$ cat config.mk
export PLATFORM = sky130hd
export DESIGN_NAME = load_store_unit
export DESIGN_NICKNAME = d
export VERILOG_FILES = /design/src/rtl/load_store_unit.sv
export SDC_FILE = /design/constraint.sdc
export NUM_CORES = 1
export LEC_CHECK = 0
export BUFFER_PORTS_ARGS = -buffer_cell sky130_fd_sc_hd__buf_4
export CORE_MARGIN = 5
export CORE_UTILIZATION = 55
export DETAILED_ROUTE_END_ITERATION = 16
export PLACE_DENSITY_LB_ADDON = 0.1
export SLEW_MARGIN = 0
export SYNTH_ARGS = -nofsm -noshare
export SYNTH_HDL_FRONTEND = slang
export SYNTH_SLANG_ARGS = --single-unit
$ cat constraint.sdc
create_clock -name clk -period 3.6 [get_ports clk]
set_input_delay 0.72 -clock clk [delete_from_list [all_inputs] [get_ports clk]]
set_output_delay 0.72 -clock clk [all_outputs]
set_load 0.005 [all_outputs]
$ cat src/rtl/load_store_unit.sv
// Load/store unit between execute and a word-addressed data memory without byte enables.
// Sub-word stores become a read-modify-write of the containing word.
module load_store_unit #(
  parameter logic [31:0] BASE_ADDR = 32'h0000_0000,
  parameter int unsigned WORDS     = 64
) (
  input  logic        clk,
  input  logic        rst_n,
  input  logic        req_valid,
  output logic        req_ready,
  input  logic        req_write,
  input  logic [2:0]  req_funct3,
  input  logic [31:0] req_addr,
  input  logic [31:0] req_wdata,
  output logic        rsp_valid,
  output logic [31:0] rsp_rdata,
  output logic        rsp_error,
  output logic [31:0] mem_address,
  output logic [31:0] mem_write_data,
  output logic        mem_write_enable,
  input  logic [31:0] mem_read_data
);

  typedef enum logic [1:0] {IDLE, ACCESS, MERGE, RESP} state_t;

  localparam logic [63:0] END_ADDR = 64'(BASE_ADDR) + 64'(WORDS) * 64'd4;

  state_t      state_q, state_d;
  logic        wr_q, err_q;
  logic [2:0]  f3_q;
  logic [29:0] word_q;
  logic [1:0]  lane_q;
  logic [31:0] wdata_q, merge_q, rdata_q;

  logic        accept, misaligned, out_of_range, illegal, req_err;
  logic [31:0] req_off, shifted, load_val, lane_mask, lane_data, merged;
  logic [4:0]  shamt;

  assign accept  = req_valid && (state_q == IDLE);
  assign req_off = req_addr - BASE_ADDR;

  always_comb begin
    misaligned   = ((req_funct3[1:0] == 2'b01) && req_addr[0]) ||
                   ((req_funct3[1:0] == 2'b10) && (req_addr[1:0] != 2'b00));
    out_of_range = (req_addr < BASE_ADDR) || (64'(req_addr) >= END_ADDR);
    illegal      = req_write ? (req_funct3 > 3'd2)
                             : ((req_funct3 == 3'b011) || (req_funct3[2:1] == 2'b11));
    req_err      = misaligned || out_of_range || illegal;
  end

  // Lane is taken from the memory-relative offset so word and lane stay consistent.
  always_comb begin
    shamt   = {lane_q, 3'b000};
    shifted = mem_read_data >> shamt;
    unique case (f3_q)
      3'b000:  load_val = {{24{shifted[7]}}, shifted[7:0]};
      3'b001:  load_val = {{16{shifted[15]}}, shifted[15:0]};
      3'b100:  load_val = {24'h0, shifted[7:0]};
      3'b101:  load_val = {16'h0, shifted[15:0]};
      default: load_val = mem_read_data;
    endcase
    lane_mask = (f3_q[0] ? 32'h0000_FFFF : 32'h0000_00FF) << shamt;
    lane_data = (f3_q[0] ? {16'h0, wdata_q[15:0]} : {24'h0, wdata_q[7:0]}) << shamt;
    merged    = (merge_q & ~lane_mask) | lane_data;
  end

  always_comb begin
    state_d = state_q;
    unique case (state_q)
      IDLE:    if (accept) state_d = req_err ? RESP : ACCESS;
      ACCESS:  state_d = (wr_q && (f3_q[1:0] != 2'b10)) ? MERGE : RESP;
      MERGE:   state_d = RESP;
      RESP:    state_d = IDLE;
      default: state_d = IDLE;
    endcase
  end

  always_comb begin
    req_ready        = (state_q == IDLE);
    rsp_valid        = (state_q == RESP);
    rsp_error        = rsp_valid && err_q;
    rsp_rdata        = rdata_q;
    mem_address      = {word_q, 2'b00};
    mem_write_enable = rst_n && (((state_q == ACCESS) && wr_q && (f3_q == 3'b010)) ||
                                 (state_q == MERGE));
    mem_write_data   = '0;
    if (mem_write_enable) mem_write_data = (state_q == MERGE) ? merged : wdata_q;
  end

  always_ff @(posedge clk) begin
    if (!rst_n) begin
      state_q <= IDLE;
      wr_q    <= 1'b0;
      err_q   <= 1'b0;
      f3_q    <= '0;
      word_q  <= '0;
      lane_q  <= '0;
      wdata_q <= '0;
      merge_q <= '0;
      rdata_q <= '0;
    end else begin
      state_q <= state_d;
      if (accept) begin
        wr_q    <= req_write;
        err_q   <= req_err;
        f3_q    <= req_funct3;
        word_q  <= req_off[31:2];
        lane_q  <= req_off[1:0];
        wdata_q <= req_wdata;
        rdata_q <= '0;
      end else if (state_q == ACCESS) begin
        if (wr_q) merge_q <= mem_read_data;
        else      rdata_q <= load_val;
      end
    end
  end

endmodule

# [After elaboration in Yosys (flattened, before gate mapping)]
# Index checks and enable logic that the tools add are counted.
[classes] addsub=0 n_mul=0 div_mod_pow=0 order_cmp=3 eq_ne=13 shift=3 muxes=10 bitwise_logic=6 reduce_logical=20
[op_table] op="$pmux 32 s4" count=1
[op_table] op="$mux 32" count=2
[op_table] op="$shl 16x5->32" count=2
[op_table] op="$and 32x32->32" count=1
[op_table] op="$ge 32x9->1 const B" count=1
[op_table] op="$lt 32x1->1 const B" count=1
[op_table] op="$mux 16" count=2
[op_table] op="$not 32->32" count=1
[op_table] op="$or 32x32->32" count=1
[op_table] op="$shr 32x5->16" count=1
[op_table] op="$eq 2x2->1 const B" count=4
[op_table] op="$logic_and 1x1->1" count=8
[op_table] op="$pmux 2 s4" count=1
[op_table] op="$eq 3x2->1 const B" count=2
[op_table] op="$eq 3x3->1 const B" count=2
[op_table] op="$logic_or 1x1->1" count=6
[op_table] op="$eq 2x1->1 const B" count=2
[op_table] op="$mux 2" count=2
[op_table] op="$eq 3x1->1 const B" count=1
[op_table] op="$gt 3x2->1 const B" count=1
[op_table] op="$logic_not 3->1" count=1
[op_table] op="$not 1->1" count=3
[op_table] op="$reduce_and 3->1" count=1
[op_table] op="$logic_not 2->1" count=1
[op_table] op="6 further kinds" count=7
[word_totals] reg_bits=135 latch_bits=0 ram_bits=0 rom_bits=0 input_bits=103 elab_cells=64 n_memories=0

# [Longest topological paths before layout]
[depth] word_depth=8 depth_mapped=8

# [Worst setup path after synthesis]
# No wires, ideal clock.
[synth_timing] path_kind="register to output" start="register state_q[1]" end="output mem_write_data[18]" arrival_ps=1485 t_required_ps=2880 path_slack_ps=1395 path_stages_with_launch=7 path_cell_list="dfxtp_1 -> inv_1 -> ha_1 -> and4_1 -> o21ai_1 -> clkbuf_1 -> nor3_1"
[synth_between] elab_chain_cells=6 elab_cells_between_ends=8
[synth_rtl] element="start, declared" line_no="28" rtl="state_t state_q, state_d;"
[synth_rtl] element="start signal, assigned" line_no="102" rtl="state_q <= state_d;"
[synth_rtl] element="$eq 2x1->1" line_no="84" rtl="mem_write_enable = rst_n && (((state_q == ACCESS) && wr_q && (f3_q == 3'b010)) ||"
[synth_rtl] element="$logic_and 1x1->1 (2 in a row)" line_no="84"
[synth_rtl] element="$logic_or 1x1->1" line_no="84"
[synth_rtl] element="$logic_and 1x1->1" line_no="84"
[synth_rtl] element="$mux 32 (*)" line_no="87" rtl="if (mem_write_enable) mem_write_data = (state_q == MERGE) ? merged : wdata_q;"
[synth_rtl] element="end, declared" line_no="19" rtl="output logic [31:0] mem_write_data,"
# Every way passes the cells marked *; elsewhere a longest branch is shown, timed or not.

# [Worst setup path after layout]
[layout_timing] start="register state_q[0]" end="output mem_write_data[19]"
# The elaborated chain is that of the path after synthesis.

==> results.txt <==
* Switching share of power: 34.7%
* NetSw: 1.85 mW
- Count of pins over their slew limit: 0
- Via density per instance: 5.65
- Leading area contributor after synthesis: sky130_fd_sc_hd__dfxtp_1
- Worst r2r path cells: 4
* Quantity of I/O buffers inserted on ports: 200
- Across every metal layer, demand over resource in global routing totals 28.3%.
- Seq cells post-synth: 135
* Register area share after synthesis: 41.5%
* Setup Viol. Count Final: 0
- Clock Sink Count: 135
* Fillers: 975
- Number of levels in the clock H-tree: 4
- Total internal power: 3.49 mW
* Starting density of the core: a little under three fifths
* Initial DRC Count: approximately 740
- Derived from the worst setup path, the maximum achievable clock frequency is 314 MHz.
- Counting flops with an async set or reset pin after synthesis yields a share of 0%.
* Number of remaining DRC errors: 0
- Width of the chip: 119 um
- Headroom to the max-slew limit came out at about a third.
* Via count of the first global-routing pass: 6,147
* Netlist area before placement: 0.00652 mm^2
* Std cell rows: 39
- Aggregate routed wire length: 20,500 um
* LEAKAGE: 3.44 nW
- Sequential power share: 36.7%
- Post-Layout Cell Count: ~1,200
* Diodes inserted: 0
- Synth Area per Inst: 7.76 um^2
- Outcome: complete, no violations
* Synthesized instance count: 840
- Minimum period implied by the final worst setup slack: 3.18 ns
* Total I/O pin count: 203
- Relative to the synthesized area, the layout overhead comes to 31.1%.
- Kind of launch point of the worst setup path: register
- Commonest cells in the synthesized netlist: sky130_fd_sc_hd__nand2_1, sky130_fd_sc_hd__dfxtp_1, sky130_fd_sc_hd__a21boi_0
- First-pass GRT wire length: 32,000 um
- The post-route netlist has 24.7% of its cells at a drive strength greater than 1.
* Post-CTS sizing: 0
- Peak supply drop: 0.412 mV
- Setup repair after global routing left no endpoint under its margin.
- In this run the remaining antenna-violating nets after routing total 0.
- Synthesis warning total: 0
- For the worst-skew pair, the clock arrives at the later sink with an insertion delay of 0.42 ns.
- In the final routed layout, each cell accounts on average for 17.8 um.
* Setup TNS after final layout: 0 ns
- Actual transition at the worst max-transition pin: 0.993 ns
- Routability-driven placement finished with a final weighted congestion of 0.981.
- In this run the power density over the cells is 626 mW/mm^2.
- The most used flip-flop cell after synthesis is sky130_fd_sc_hd__dfxtp_1.
- Clock input transition at the sequential cells of the worst setup and hold paths: 0.05 ns
- By area the synthesized netlist is led by sky130_fd_sc_hd__dfxtp_1, sky130_fd_sc_hd__nand2_1, sky130_fd_sc_hd__a21boi_0, sky130_fd_sc_hd__a21oi_1, sky130_fd_sc_hd__mux2i_1.
- In this run, CTS created clock tree buffers numbering 17.
- Share of the clock period used by the worst path: between 80% and 90%
* Worst setup EP type: primary output
- The setup path with the least slack is of type register to primary output.
- The cell sitting at the root of the clock tree is a sky130_fd_sc_hd__clkbuf_16.
- The number of antenna violations at the first check in global routing was 0.
- The routed layout has 6,537 vias.
- Of all nets on the critical path, the largest fanout is 23.
* Floorplan die area: 0.0141 mm^2
- After detailed placement, the design holds a cell count of 1,128.
- After clock tree synthesis, the flow added hold-fix buffers numbering 0.
- The die is 119 um tall.
- Buffers inserted during post-CTS setup optimization: 0
- Final HPWL from detailed placement: 14,800 um
* Number of enable flip-flop cells after synthesis: 0
- Classification of the worst-slack hold path: register to register
- Number of buffers between clock root and the deepest sink: 2
- The clock network burns 29.4% of the power.
* Number of nets at the end of the flow: 1,111
- Maximum clock skew at final layout: around 0.0044 ns
- For flop-to-flop paths, the worst setup slack is 1.39 ns.
* TritonCTS clock tree: built
- STA puts the critical path data arrival time at roughly 2.5 ns.
- Final number of hold-violating endpoints: 0
- Core Region: 0.0115 mm^2
- The share of synthesized area in the top cell type comes to 41.5%.
- Entering global routing, the biggest net connects between 100 and 150 pins.
* Worst endpoint required time: 2.88 ns
- Along the worst hold path, the cell count comes to 2.
- The total overflow left after global routing is 0.
* Library cell with the highest instance count after synthesis: sky130_fd_sc_hd__nand2_1
- Number of iterations in the first detailed-routing pass: 6
- The tool flagged a number of max-cap violations equal to 0.
- Combinational logic burns 33.9% of the power.
- The synthesized netlist contains 47 unique library cells.
## metal layers
layer  global-route usage (%)  vias to the layer above  wire [um]
met2                     46.8                      294       9810
li1                         -                     3206          -
met4                     8.91                        0        512
met3                     9.81                       47       2030
met1                     34.7                     2990       8190
met5                        0                        -          0
## cell usage in the layout, fill, tap and decap left out, types with 2 or more instances in the layout
master / netlist / layout
sky130_fd_sc_hd__conb_1: 1 / 2
sky130_fd_sc_hd__o21ai_2: 1 / 2
sky130_fd_sc_hd__o221ai_1: 7 / 7
sky130_fd_sc_hd__nand2b_1: 16 / 16
sky130_fd_sc_hd__nor2b_1: 3 / 3
sky130_fd_sc_hd__nor3_1: 9 / 9
sky130_fd_sc_hd__dfxtp_1: 135 / 134
sky130_fd_sc_hd__a221oi_1: 8 / 8
sky130_fd_sc_hd__a222oi_1: 6 / 6
sky130_fd_sc_hd__nor4_1: 6 / 6
sky130_fd_sc_hd__nor2_1: 30 / 30
sky130_fd_sc_hd__inv_1: 21 / 21
sky130_fd_sc_hd__o21ai_0: 41 / 41
sky130_fd_sc_hd__a22oi_1: 7 / 7
sky130_fd_sc_hd__ha_1: 4 / 4
sky130_fd_sc_hd__nand3_1: 2 / 2
sky130_fd_sc_hd__nand2_1: 235 / 234
sky130_fd_sc_hd__clkbuf_16: 0 / 17
sky130_fd_sc_hd__clkinv_2: 0 / 4
sky130_fd_sc_hd__buf_4: 3 / 216
sky130_fd_sc_hd__a21oi_1: 64 / 64
sky130_fd_sc_hd__o22ai_1: 8 / 8
sky130_fd_sc_hd__o211ai_1: 15 / 15
sky130_fd_sc_hd__nand3b_1: 2 / 2
sky130_fd_sc_hd__a21boi_0: 103 / 103
sky130_fd_sc_hd__mux2i_1: 24 / 24
sky130_fd_sc_hd__clkbuf_8: 0 / 2
sky130_fd_sc_hd__clkbuf_1: 55 / 5
## metrics by stage
stage	instance area [um^2]	hold slack (ns)	total power [mW]	utilization (%)	setup WS, ns
after floorplan	6520	0.439	3.05	-	1.39
after detailed placement	8020	0.448	3.77	69.7	0.921
after global routing	8540	0.474	5.65	74.2	0.299
after CTS	8540	0.461	5.34	74.2	0.477
final	8540	0.461	5.35	74.2	0.415
after global placement	8020	0.440	3.74	69.7	0.986
## power groups by stage
stage          combinational, mW  sequential (mW)  clock (mW)
2_1_floorplan               1.11             1.93           0
3_3_place_gp                1.76             1.98           0
3_5_place_dp                1.79             1.98           0
4_1_cts                     1.80             1.95        1.59
5_1_grt                     2.01             1.98        1.65
6_report                    1.81             1.96        1.57
## kinds of logic after synthesis
kind of cell | count (synthesis) | synth area share, %
buf+inv | 93 | 5.95
flops | 135 | 41.5
compound gates | 271 | 28.1
fa+ha+maj | 4 | 0.768
simple gates | 311 | 19.7
other cells | 1 | 0.0575
mux | 25 | 4.03
## registers in the layout, summed over array words and instances, names as in the netlist
name / cells
lane_q: 2
word_q: 30
rsp_rdata: 32
merge_q: 32
wdata_q: 32
state_q: 2
err_q: 1
f3_q: 3
wr_q: 1
## final timing paths
check,from,endpoint
max,state_q[0]$_SDFFE_PN0P_,mem_write_data[19]
min,rsp_rdata[4]$_SDFFE_PP0P_,rsp_rdata[4]$_SDFFE_PP0P_
max reg2reg,lane_q[0]$_SDFFE_PN0P_,rsp_rdata[20]$_SDFFE_PP0P_
min reg2reg,rsp_rdata[4]$_SDFFE_PP0P_,rsp_rdata[4]$_SDFFE_PP0P_
## critical path: stages (launching register included)
cell	delay, ns
sky130_fd_sc_hd__dfxtp_1	0.34
sky130_fd_sc_hd__inv_1	0.09
sky130_fd_sc_hd__ha_1	0.70
sky130_fd_sc_hd__buf_4	0.33
sky130_fd_sc_hd__o21ai_0	0.10
sky130_fd_sc_hd__a221oi_1	0.24
sky130_fd_sc_hd__nor3_1	0.09
sky130_fd_sc_hd__buf_4	0.15
## layout make-up
cell class / count / area, um^2 / area share [%]
clock buffers: 24 / 472 / 5.52
clock inverters: 5 / 50.0 / 0.586
inverters: 21 / 78.8 / 0.923
multi-input cells: 613 / 3440 / 40.3
flip-flops and latches: 135 / 2700 / 31.6
well taps: 143 / 179 / 2.09
repair buffers: 216 / 1620 / 19.0
Power figures use the tool's default switching activity.
